[src/rtl/pwm_seq_ctrl.sv]
// -----------------------------------------------------------------------------
// pwm_seq_ctrl
//
// Purpose:
//   Core-clock sequencer for a bank of NCH photonic-switch PWM generators.
//   The host writes per-channel A/B counter limits into shadow registers
//   through a valid/ready port. The block produces the frame-rate load strobe,
//   commits pending shadow values atomically at frame boundaries, and sequences
//   the per-channel enables through an OFF/ARM/RUN/STOP state machine.
//
// Ports:
//   clkCore       core clock, the only clock of this block
//   reset         synchronous, active-high reset
//   run_i         level request: 1 = run the PWM bank, 0 = stop it
//   ch_en_i       per-channel enable mask, sampled only at frame boundaries
//   wr_valid_i    host write valid
//   wr_ready_o    host write ready (high in every non-reset cycle)
//   wr_ch_i       target channel of a host write
//   wr_a_i        new A limit
//   wr_b_i        new B limit
//   A_val_o       active A limits, channel k at [k*W +: W]
//   B_val_o       active B limits, same packing
//   en_o          per-channel enable to the PWM generators
//   load_o        frame load strobe (high for the first half of each frame)
//   frame_tick_o  one-cycle pulse on every commit edge
//   pend_o        per-channel flag: shadow written but not yet committed
//   busy_o        state machine is not in OFF
//   wr_err_o      one-cycle pulse: a write to a channel >= NCH was dropped
// -----------------------------------------------------------------------------
module pwm_seq_ctrl #(
    parameter int unsigned W         = 7,
    parameter int unsigned NCH       = 4,
    parameter int unsigned CHW       = 2,
    parameter int unsigned FRAME_DIV = 200
) (
    input  logic               clkCore,
    input  logic               reset,
    input  logic               run_i,
    input  logic [NCH-1:0]     ch_en_i,
    input  logic               wr_valid_i,
    output logic               wr_ready_o,
    input  logic [CHW-1:0]     wr_ch_i,
    input  logic [W-1:0]       wr_a_i,
    input  logic [W-1:0]       wr_b_i,
    output logic [NCH*W-1:0]   A_val_o,
    output logic [NCH*W-1:0]   B_val_o,
    output logic [NCH-1:0]     en_o,
    output logic               load_o,
    output logic               frame_tick_o,
    output logic [NCH-1:0]     pend_o,
    output logic               busy_o,
    output logic               wr_err_o
);

    localparam int unsigned CNTW = (FRAME_DIV > 2) ? $clog2(FRAME_DIV) : 1;
    localparam logic [CNTW-1:0] CNT_LAST = CNTW'(FRAME_DIV - 1);
    localparam logic [CNTW-1:0] CNT_HALF = CNTW'(FRAME_DIV / 2);

    typedef enum logic [1:0] {
        ST_OFF  = 2'd0,
        ST_ARM  = 2'd1,
        ST_RUN  = 2'd2,
        ST_STOP = 2'd3
    } state_t;

    state_t          state_q,   state_d;
    logic [CNTW-1:0] frm_cnt_q, frm_cnt_d;
    logic [NCH-1:0]  en_q,      en_d;
    logic [NCH-1:0]  pend_q,    pend_d;
    logic            load_q,    load_d;
    logic            tick_q,    tick_d;
    logic            wr_err_q,  wr_err_d;

    logic [W-1:0] sh_a_q  [NCH];
    logic [W-1:0] sh_a_d  [NCH];
    logic [W-1:0] sh_b_q  [NCH];
    logic [W-1:0] sh_b_d  [NCH];
    logic [W-1:0] act_a_q [NCH];
    logic [W-1:0] act_a_d [NCH];
    logic [W-1:0] act_b_q [NCH];
    logic [W-1:0] act_b_d [NCH];

    logic wr_fire;
    logic ch_ok;
    logic boundary;
    logic commit;

    // Ready is simply "not in reset"; the shadow bank can always absorb a write.
    assign wr_ready_o = ~reset;

    always_comb begin
        wr_fire  = wr_valid_i & wr_ready_o;
        ch_ok    = (32'(wr_ch_i) < NCH);
        boundary = (state_q != ST_OFF) && (frm_cnt_q == CNT_LAST);

        state_d  = state_q;
        en_d     = en_q;
        commit   = 1'b0;

        case (state_q)
            ST_OFF: begin
                if (run_i) begin
                    state_d = ST_ARM;
                end
            end
            ST_ARM: begin
                // Dropping run while arming aborts at once, even on a boundary.
                if (!run_i) begin
                    state_d = ST_OFF;
                end else if (boundary) begin
                    commit  = 1'b1;
                    en_d    = ch_en_i;
                    state_d = ST_RUN;
                end
            end
            ST_RUN: begin
                // A boundary commit happens even if run drops in the same cycle.
                if (boundary) begin
                    commit = 1'b1;
                    en_d   = ch_en_i;
                end
                if (!run_i) begin
                    state_d = ST_STOP;
                end
            end
            ST_STOP: begin
                // Re-raising run resumes the current frame; a boundary seen in
                // that same cycle is not a commit point (STOP never commits).
                if (run_i) begin
                    state_d = ST_RUN;
                end else if (boundary) begin
                    en_d    = '0;
                    state_d = ST_OFF;
                end
            end
            default: begin
                state_d = ST_OFF;
                en_d    = '0;
            end
        endcase

        // Counter is parked at 0 in OFF and starts from 0 on the cycle after
        // leaving OFF, so the first frame after run is a full frame.
        if ((state_d == ST_OFF) || (state_q == ST_OFF) || boundary) begin
            frm_cnt_d = '0;
        end else begin
            frm_cnt_d = frm_cnt_q + CNTW'(1);
        end

        // Registered from next-state values so load_o tracks the counter
        // that is visible in the same cycle; it rises on the commit edge.
        load_d   = (state_d != ST_OFF) && (frm_cnt_d < CNT_HALF);
        tick_d   = commit;
        wr_err_d = wr_fire & ~ch_ok;

        sh_a_d  = sh_a_q;
        sh_b_d  = sh_b_q;
        act_a_d = act_a_q;
        act_b_d = act_b_q;
        pend_d  = pend_q;

        // Commit uses the old shadow contents, so a write landing in the
        // boundary cycle stays pending until the following boundary.
        if (commit) begin
            for (int k = 0; k < NCH; k++) begin
                if (pend_q[k]) begin
                    act_a_d[k] = sh_a_q[k];
                    act_b_d[k] = sh_b_q[k];
                end
            end
            pend_d = '0;
        end

        if (wr_fire && ch_ok) begin
            for (int k = 0; k < NCH; k++) begin
                if (wr_ch_i == CHW'(k)) begin
                    sh_a_d[k] = wr_a_i;
                    sh_b_d[k] = wr_b_i;
                    pend_d[k] = 1'b1;
                end
            end
        end
    end

    always_ff @(posedge clkCore) begin
        if (reset) begin
            state_q   <= ST_OFF;
            frm_cnt_q <= '0;
            en_q      <= '0;
            pend_q    <= '0;
            load_q    <= 1'b0;
            tick_q    <= 1'b0;
            wr_err_q  <= 1'b0;
            for (int k = 0; k < NCH; k++) begin
                sh_a_q[k]  <= '0;
                sh_b_q[k]  <= '0;
                act_a_q[k] <= '0;
                act_b_q[k] <= '0;
            end
        end else begin
            state_q   <= state_d;
            frm_cnt_q <= frm_cnt_d;
            en_q      <= en_d;
            pend_q    <= pend_d;
            load_q    <= load_d;
            tick_q    <= tick_d;
            wr_err_q  <= wr_err_d;
            for (int k = 0; k < NCH; k++) begin
                sh_a_q[k]  <= sh_a_d[k];
                sh_b_q[k]  <= sh_b_d[k];
                act_a_q[k] <= act_a_d[k];
                act_b_q[k] <= act_b_d[k];
            end
        end
    end

    always_comb begin
        A_val_o = '0;
        B_val_o = '0;
        for (int k = 0; k < NCH; k++) begin
            A_val_o[k*W +: W] = act_a_q[k];
            B_val_o[k*W +: W] = act_b_q[k];
        end
    end

    assign en_o         = en_q;
    assign pend_o       = pend_q;
    assign load_o       = load_q;
    assign frame_tick_o = tick_q;
    assign wr_err_o     = wr_err_q;
    assign busy_o       = (state_q != ST_OFF);

endmodule

[config.mk]
export PLATFORM = sky130hd
export DESIGN_NAME = pwm_seq_ctrl
export DESIGN_NICKNAME = d
export VERILOG_FILES = /design/src/rtl/pwm_seq_ctrl.sv
export SDC_FILE = /design/constraint.sdc
export NUM_CORES = 1
export LEC_CHECK = 0
export ABC_AREA = 1
export CORE_ASPECT_RATIO = 0.8
export CORE_UTILIZATION = 35
export CTS_BUF_LIST = sky130_fd_sc_hd__clkbuf_4 sky130_fd_sc_hd__clkbuf_8 sky130_fd_sc_hd__clkbuf_16
export CTS_CLUSTER_SIZE = 8
export DETAILED_ROUTE_END_ITERATION = 10
export GPL_TIMING_DRIVEN = 0
export PLACE_DENSITY_LB_ADDON = 0.25
export SETUP_SLACK_MARGIN = 0.3
export SYNTH_ARGS = -nofsm -noshare
export SYNTH_HDL_FRONTEND = slang
export SYNTH_SLANG_ARGS = --single-unit
[constraint.sdc]
create_clock -name clkCore -period 2.4 [get_ports clkCore]
set_clock_uncertainty 0.2 [all_clocks]
set_input_delay 0.6 -clock clkCore [delete_from_list [all_inputs] [get_ports clkCore]]
set_output_delay 0.6 -clock clkCore [all_outputs]
set_load 0.01 [all_outputs]
Word-level counts from Yosys, hierarchy flattened --
Cells that the tools add are included.
Storage, ports and cells: register bits 132, input port bits 24, output and inout bits 69, word-level logic and storage cells 77
Cells by class: add/subtract/negate cells 1, $lt $le $gt $ge 1, eq/ne operators 10, mux-type cells 22, bitwise operators 2, reduce and logical (&&, ||, !) cells 19
Operators with widths (count):
- 2-to-1 mux 4 bit | 6
- AND reduction 2 bit | 8
- 2-to-1 mux 2 bit | 6
- case mux 4 bit (3 select lines) | 1
- adder 8 x 1 -> 8 bit (second input constant) | 1
- == test 2 bit (second input constant) | 4
- == test 8 bit (second input constant) | 1
- < comparator 8 x 7 -> 1 bit (second input constant) | 1
- 2-to-1 mux 8 bit | 1
- case mux 2 bit (4 select lines) | 1
- logical NOT 2 bit | 3
- 2-to-1 mux 1 bit | 6
- inequality test 2 bit (second input constant) | 3
- == test 2 x 1 -> 1 bit (second input constant) | 2
- AND reduction 4 bit | 1
- nonzero test 2 bit | 2
- nonzero test 3 bit | 1
- logical AND 1 bit | 2
- logical OR 1 bit | 2
- case mux 1 bit (2 select lines) | 1
- bitwise AND 1 bit | 1
- inverter 1 bit | 1

Depth between registers and ports, before layout --
Gate-level depths: netlist of the first run.
depth after elaboration 11, mapped depth 13

Least setup slack after synthesis of the first run --
Ideal clock, no wire load.
path kind input to output, from input port reset, to output port wr_ready_o, data arrival time 1170 ps, path slack 430 ps, stages 3, path buffers 2, cell sequence inv_2 > buf_2 > clkbuf_1
On the way: cells in the longest elaborated chain, start to end 1
Ends and longest elaborated chain:
- from (decl) | line 37 | input logic reset,
- inverter 1 bit | line 89 | assign wr_ready_o = ~reset;
- to (decl) | line 41 | output logic wr_ready_o,
Every way passes these cells.

Worst setup path in the final report of the first run --
Same ends and word-level chain as after synthesis.

==> results.ini, run 1 <==
[sta]
finalHoldViolCount = 0
final.setup.worst_slack_ps = 331
setup_violations = 0
rsz0062_at_grt = yes
setup_tns_ps = 0
drv_slew = 0
max_freq_ghz = 0.483
fin_crit_sh = 0.862
layout_min_cycle_time_ps = 2070
hold_ws_ps = 244

[synth]
synth_seq_cells = 132
synth_fp_nets = 665
yosysWarnings = 0
syn_inst = 635
ys_seq_area_frac = 0.521
synth_area_mm2 = 0.00507
netlist-cell-type-count = 29
avgSynthCellArea_um2 = 7.99

[drt]
vias = 4457
totalWireLength_mm = 13.2
wire_per_inst_um = 14.0
viasPerCell = 4.72
drcViolationCount = 0
dr.pass1.iters = 5
antenna_left = 0
drt-initial-drc-count = 278

[floorplan]
rows = 38
die_height_um = 110
fp.dieW_um = 137
die_area_mm2 = 0.0150
initial_core_util = 0.367
ios = 93
coreArea_mm2 = 0.0138

[clock_tree]
clkSinkCount = 132
cts_buffers = 17
path_clk_slew_ps = 60
cts_tree = built
root_buffer = clkbuf_16
clock_latency_ps = 410
htreeDepth = 4
clockBufferDepth = 2

[global_routing]
grt.total_usage = 0.187
grt_max_degree = 17
grt_pass1_wl_mm = 21.3
grt_pass1_vias = 4191
antenna_found_initial = 0
grt_overflow = 0

[power]
combPwrFrac = 0.068
p_leak_nw = 3.36
p_int_w = 0.00398
irDropWorstVdd_mv = 0.474
p_sw_w = 0.00123
p_total_w = 0.00522
p_clk_frac = 0.498
switching_share = 0.237
powerDensity_mw_per_mm2 = 749
p_seq_frac = 0.434

[critical_path]
r2r-start = state_q[1]
crit_fanout = 10
cp.required_ps = 1600
end_kind = primary output
cp.arrival_ps = 1270
crit_start = reset
crit_path_start_kind = input port
crit_type = in2out

[run]
cap_violations = 0

[finish]
drive_gt1_frac = 0.124
antenna-diode-count = 0
nNetsFinal = 782
area_growth_pct = 37.4
final_area_mm2 = 0.00697

[placed_design]
dp_hpwl_mm = 9.58
gp_congestion = 0.842
place_ws_ps = -967
place_area_mm2 = 0.00621
portBuffers = 91

[run_status]
status = finished, final reports clean

[min_path]
worstHoldStart = B_val_o[10]
hp-class = reg2reg

## critical path, cell delays in order
cell,delay (ps)
clkbuf_2,130
inv_4,50
buf_8,110
clkbuf_16,150
clkdlybuf4s15_2,220
## layout by cell type, fill, tap and decap left out, drive strengths merged, types with 16 or more instances in the layout
| cell | count |
|---|---|
| a21oi | 61 |
| buf | 20 |
| clkbuf | 37 |
| clkdlybuf4s50 | 25 |
| dfxtp | 132 |
| dlygate4sd2 | 35 |
| dlymetal6s2s | 28 |
| inv | 90 |
| nand2 | 35 |
| nand3 | 16 |
| nor2 | 135 |
| o21ai | 125 |
## metrics by stage
step           instances   util
2_1_floorplan        635      -
6_report             945  0.504
4_1_cts              943  0.495
3_3_place_gp         906  0.449
5_1_grt              945  0.504
3_5_place_dp         906  0.449
## logic make-up (layout without fill, tap and decap cells)
group	after synthesis	count (layout)	share of synthesized area
flops	132	132	0.521
buf+inv	117	247	0.103
xor+xnor	2	2	0.00345
other cells	1	1	0.000739
fa+ha+maj	6	6	0.0148
simple gates	190	190	0.165
compound gates	187	187	0.192
## state kept, by name, indices dropped and copies added (netlist names)
register / count
frm_cnt_q: 8
sh_b_q: 28
load_o: 1
B_val_o: 28
pend_o: 4
sh_a_q: 28
state_q: 2
en_o: 4
frame_tick_o: 1
A_val_o: 28
## synth_stat cells (all sizes together)
master,instances,area share
xnor2,1,0.0017
o21ai,125,0.13
nand3,16,0.029
conb,1,0.00074
a21oi,61,0.063
inv,87,0.065
nor2,135,0.10
xor2,1,0.0017
clkbuf,17,0.013
buf,13,0.025
nand4,1,0.0012
nand2,35,0.028
ha,6,0.015
nor3,3,0.0062
a21boi,1,0.0037
dfxtp,132,0.52
## layer usage
| layer | routed length [um] | GRT usage | up-vias |
|---|---|---|---|
| met5 | 0 | 0 | - |
| met2 | 5870 | 0.288 | 123 |
| met4 | 170 | 0.0675 | 0 |
| met3 | 619 | 0.0433 | 17 |
| met1 | 6570 | 0.255 | 2044 |
| li1 | - | - | 2273 |
## cell type report
cell class / instances / area [um^2]
Fill cell: 1264 / 6870
Sequential cell: 132 / 2650
Multi-Input combinational cell: 386 / 1930
Timing Repair Buffer: 98 / 1000
Clock buffer: 19 / 453
Inverter: 87 / 334
Buffer: 30 / 228
Tap cell: 180 / 225
Clock inverter: 13 / 149
## final timing paths
kind,slack (ps),depth (start not counted),end
max,330,5,wr_ready_o
min reg2reg,240,2,B_val_o[10]
max reg2reg,460,9,A_val_o[26]
min,240,2,B_val_o[10]
## power by group through the flow
stage          combinational, W  clock, W  sequential, W
2_1_floorplan          0.000185         0        0.00231
3_3_place_gp           0.000314         0        0.00231
3_5_place_dp           0.000324         0        0.00231
4_1_cts                0.000339   0.00264        0.00226
5_1_grt                0.000393   0.00275        0.00227
6_report               0.000356   0.00260        0.00226
## timing repair
item,4_1_cts,5_1_grt
hold buffers,0,0
setup buffers,5,2
resized for setup,60,41
endpoints found under the setup margin,60,61
pin swaps,0,1
Note: power is estimated with default switching activity, not from simulation.
==> run 2, diff against run 1 <==
Settings changed: CORE_MARGIN set to 2.
==> run 2 against run 1 <==
Against the previous run: non-clock buffer count fell by 1; sequential power about the same; clock power up 5%; global-route usage shrank 1.3 points; via count decreased by 2.0%; routed wire length is 1.2% higher; sequential share of layout area increased by 0.085 points; critical path depth unchanged; first-iteration DRC count shrank 19%; critical endpoint unchanged.
==> results.ini, run 2 (synthesized netlist as in run 1, its figures left out) <==
[critical_path]
crit_top_cell = buf_8
cp.arrival_ps = 1270  ; about the same
worstPathCellList = dlygate4sd2_1 > inv_2 > buf_8 > buf_8 > buf_2
cp.required_ps = 1600  ; about the same
crit_path_max_incr_delay_ps = 250  ; +30 ps
crit_fanout = 10  ; unchanged
end_kind = primary output
crit_family = buffers and inverters
crit_type = in2out
critical_path_buf_inv_count = 5  ; unchanged
crit_slowest_cell = dlygate4sd2_1
crit_path_start_kind = input port

[global_routing]
grt_pass1_vias = 4286  ; +2.3%
grt.total_usage = 0.174  ; -0.0134
grt_max_degree = 17  ; unchanged
grt_overflow = 0  ; unchanged
grt_pass1_wl_mm = 21.4  ; +0.32%
antenna_found_initial = 0  ; unchanged

[run]
cap_violations = 0  ; unchanged

[power]
irDropWorstVdd_mv = 0.523  ; +10%
p_leak_nw = 3.42  ; +1.6%
p_total_w = 0.00534  ; +2.3%
powerDensity_mw_per_mm2 = 768  ; +2.6%

[sta]
worstMarginPinSlew_ps = 539
finalHoldViolCount = 0  ; unchanged
setup_violations = 0  ; unchanged
max-slew-margin-rel = 0.641
fin_crit_sh = 0.863  ; about the same
rsz0062_at_grt = no
setup_tns_ps = 0  ; unchanged
drv_slew = 0  ; unchanged
layout_min_cycle_time_ps = 2070  ; +1.50 ps
hold_ws_ps = 245  ; +1.14 ps
max_freq_ghz = 0.483  ; about the same

[drt]
drt-initial-drc-count = 225  ; -19%
antenna_left = 0  ; unchanged
drcViolationCount = 0  ; unchanged
wire_per_inst_um = 14.1  ; +0.90%
vias = 4370  ; -2.0%
viasPerCell = 4.61  ; -2.3%
totalWireLength_mm = 13.4  ; +1.2%
dr.pass1.iters = 5  ; unchanged

[clock_tree]
root_buffer = clkbuf_16
cts_hold_buf = 0  ; unchanged
clockBufferDepth = 2  ; unchanged
clkSinkCount = 132  ; unchanged
htreeDepth = 4  ; unchanged
cts_buffers = 17  ; unchanged
cts_tree = built
path_clk_slew_ps = 50  ; about the same
clock_latency_ps = 420  ; about the same

[placed_design]
dp_hpwl_mm = 9.75  ; +1.7%
place_area_mm2 = 0.00622  ; about the same
portBuffers = 91  ; unchanged
gp_congestion = 0.769  ; -8.6%

[finish]
final_area_mm2 = 0.00695  ; -0.27%
utilization = 0.488  ; -0.0159
layout_common_cells = nor2_1, dfxtp_1, o21ai_0
antenna-diode-count = 0  ; unchanged
nNetsFinal = 781  ; -0.13%
layout_commonest_cell = nor2_1
drive_gt1_frac = 0.120  ; -0.00376
area_growth_pct = 37.0

[min_path]
hp-class = reg2reg

[floorplan]
fp.dieW_um = 139  ; +1.5%
initial_core_util = 0.356  ; -0.0106
rows = 39  ; +2.6%
die_height_um = 112  ; +1.8%
die_area_mm2 = 0.0155  ; +3.3%
ios = 93  ; unchanged
coreArea_mm2 = 0.0142  ; +3.0%

[run_status]
status = finished, final reports clean

==> run 2: cell types whose count changed in the layout (fill, tap and decap cells not counted), sizes merged <==
cell | before | now
dlymetal6s2s | 28 | 31
inv | 90 | 87
buf | 20 | 22
bufinv | 2 | 4
clkdlybuf4s15 | 2 | 0
clkbuf | 37 | 38
clkdlybuf4s50 | 25 | 24
clkinv | 5 | 4
clkinvlp | 3 | 2
dlygate4sd2 | 35 | 34
==> run 2: worst paths after layout <==
check	startpoint	end	slack, ps	cells after the start
worst min register to register	B_val_o[14]	B_val_o[14]	240	2
worst max register to register	state_q[1]	B_val_o[0]	430	9
worst min-delay path	B_val_o[14]	B_val_o[14]	240	2
worst max-delay path	reset	wr_ready_o	330	5
==> run 2: final cells by class <==
cell class	count	area, um^2
Buffer	30	218
Clock buffer	22	469
Clock inverter	10	155
Fill cell	1393	7300
Inverter	87	332
Multi-Input combinational cell	386	1920
Sequential cell	132	2650
Tap cell	184	230
Timing Repair Buffer	97	981
==> run 2: worst reg2reg max path, stage by stage, from the launching register on <==
cell and delay [ps]:
dfxtp_4 350, buf_4 130, ha_1 180, inv_1 100
a21boi_4 160, buf_4 160, nand3_4 140, buf_6 190
o21ai_1 170, a21oi_1 60
==> run 2: where the power goes <==
part | switching, W | leakage (nW) | internal (W) | total, W
Combinational | 0.000201 | 2.04 | 0.000132 | 0.000334
Clock | 0.000940 | 0.308 | 0.00180 | 0.00274
Sequential | 0.0000258 | 1.07 | 0.00224 | 0.00226
==> run 2: routing by layer <==
metal	GRT usage	routed length [um]
met2	0.276	6170
met1	0.228	6240
met3	0.0447	790
met5	0	0
met4	0.0687	196
==> run 2: timing repair <==
item                                    CTS  global route
pin swaps                                 0             1
setup buffers                             2             4
gates resized for setup                  54            42
endpoints found under the setup margin   61            62
==> run 2: through the flow <==
step,cells,setup WS [ps]
CTS,944,237
global placement,910,-837
detailed placement,910,-828
global route,948,303
floorplan,635,430
finish,948,330
==> run 3, diff against run 2 <==
Settings changed: CORE_MARGIN 2 to not set.
==> results of run 3 <==
Final layout, timing and power as in run 1 (identical DEF).
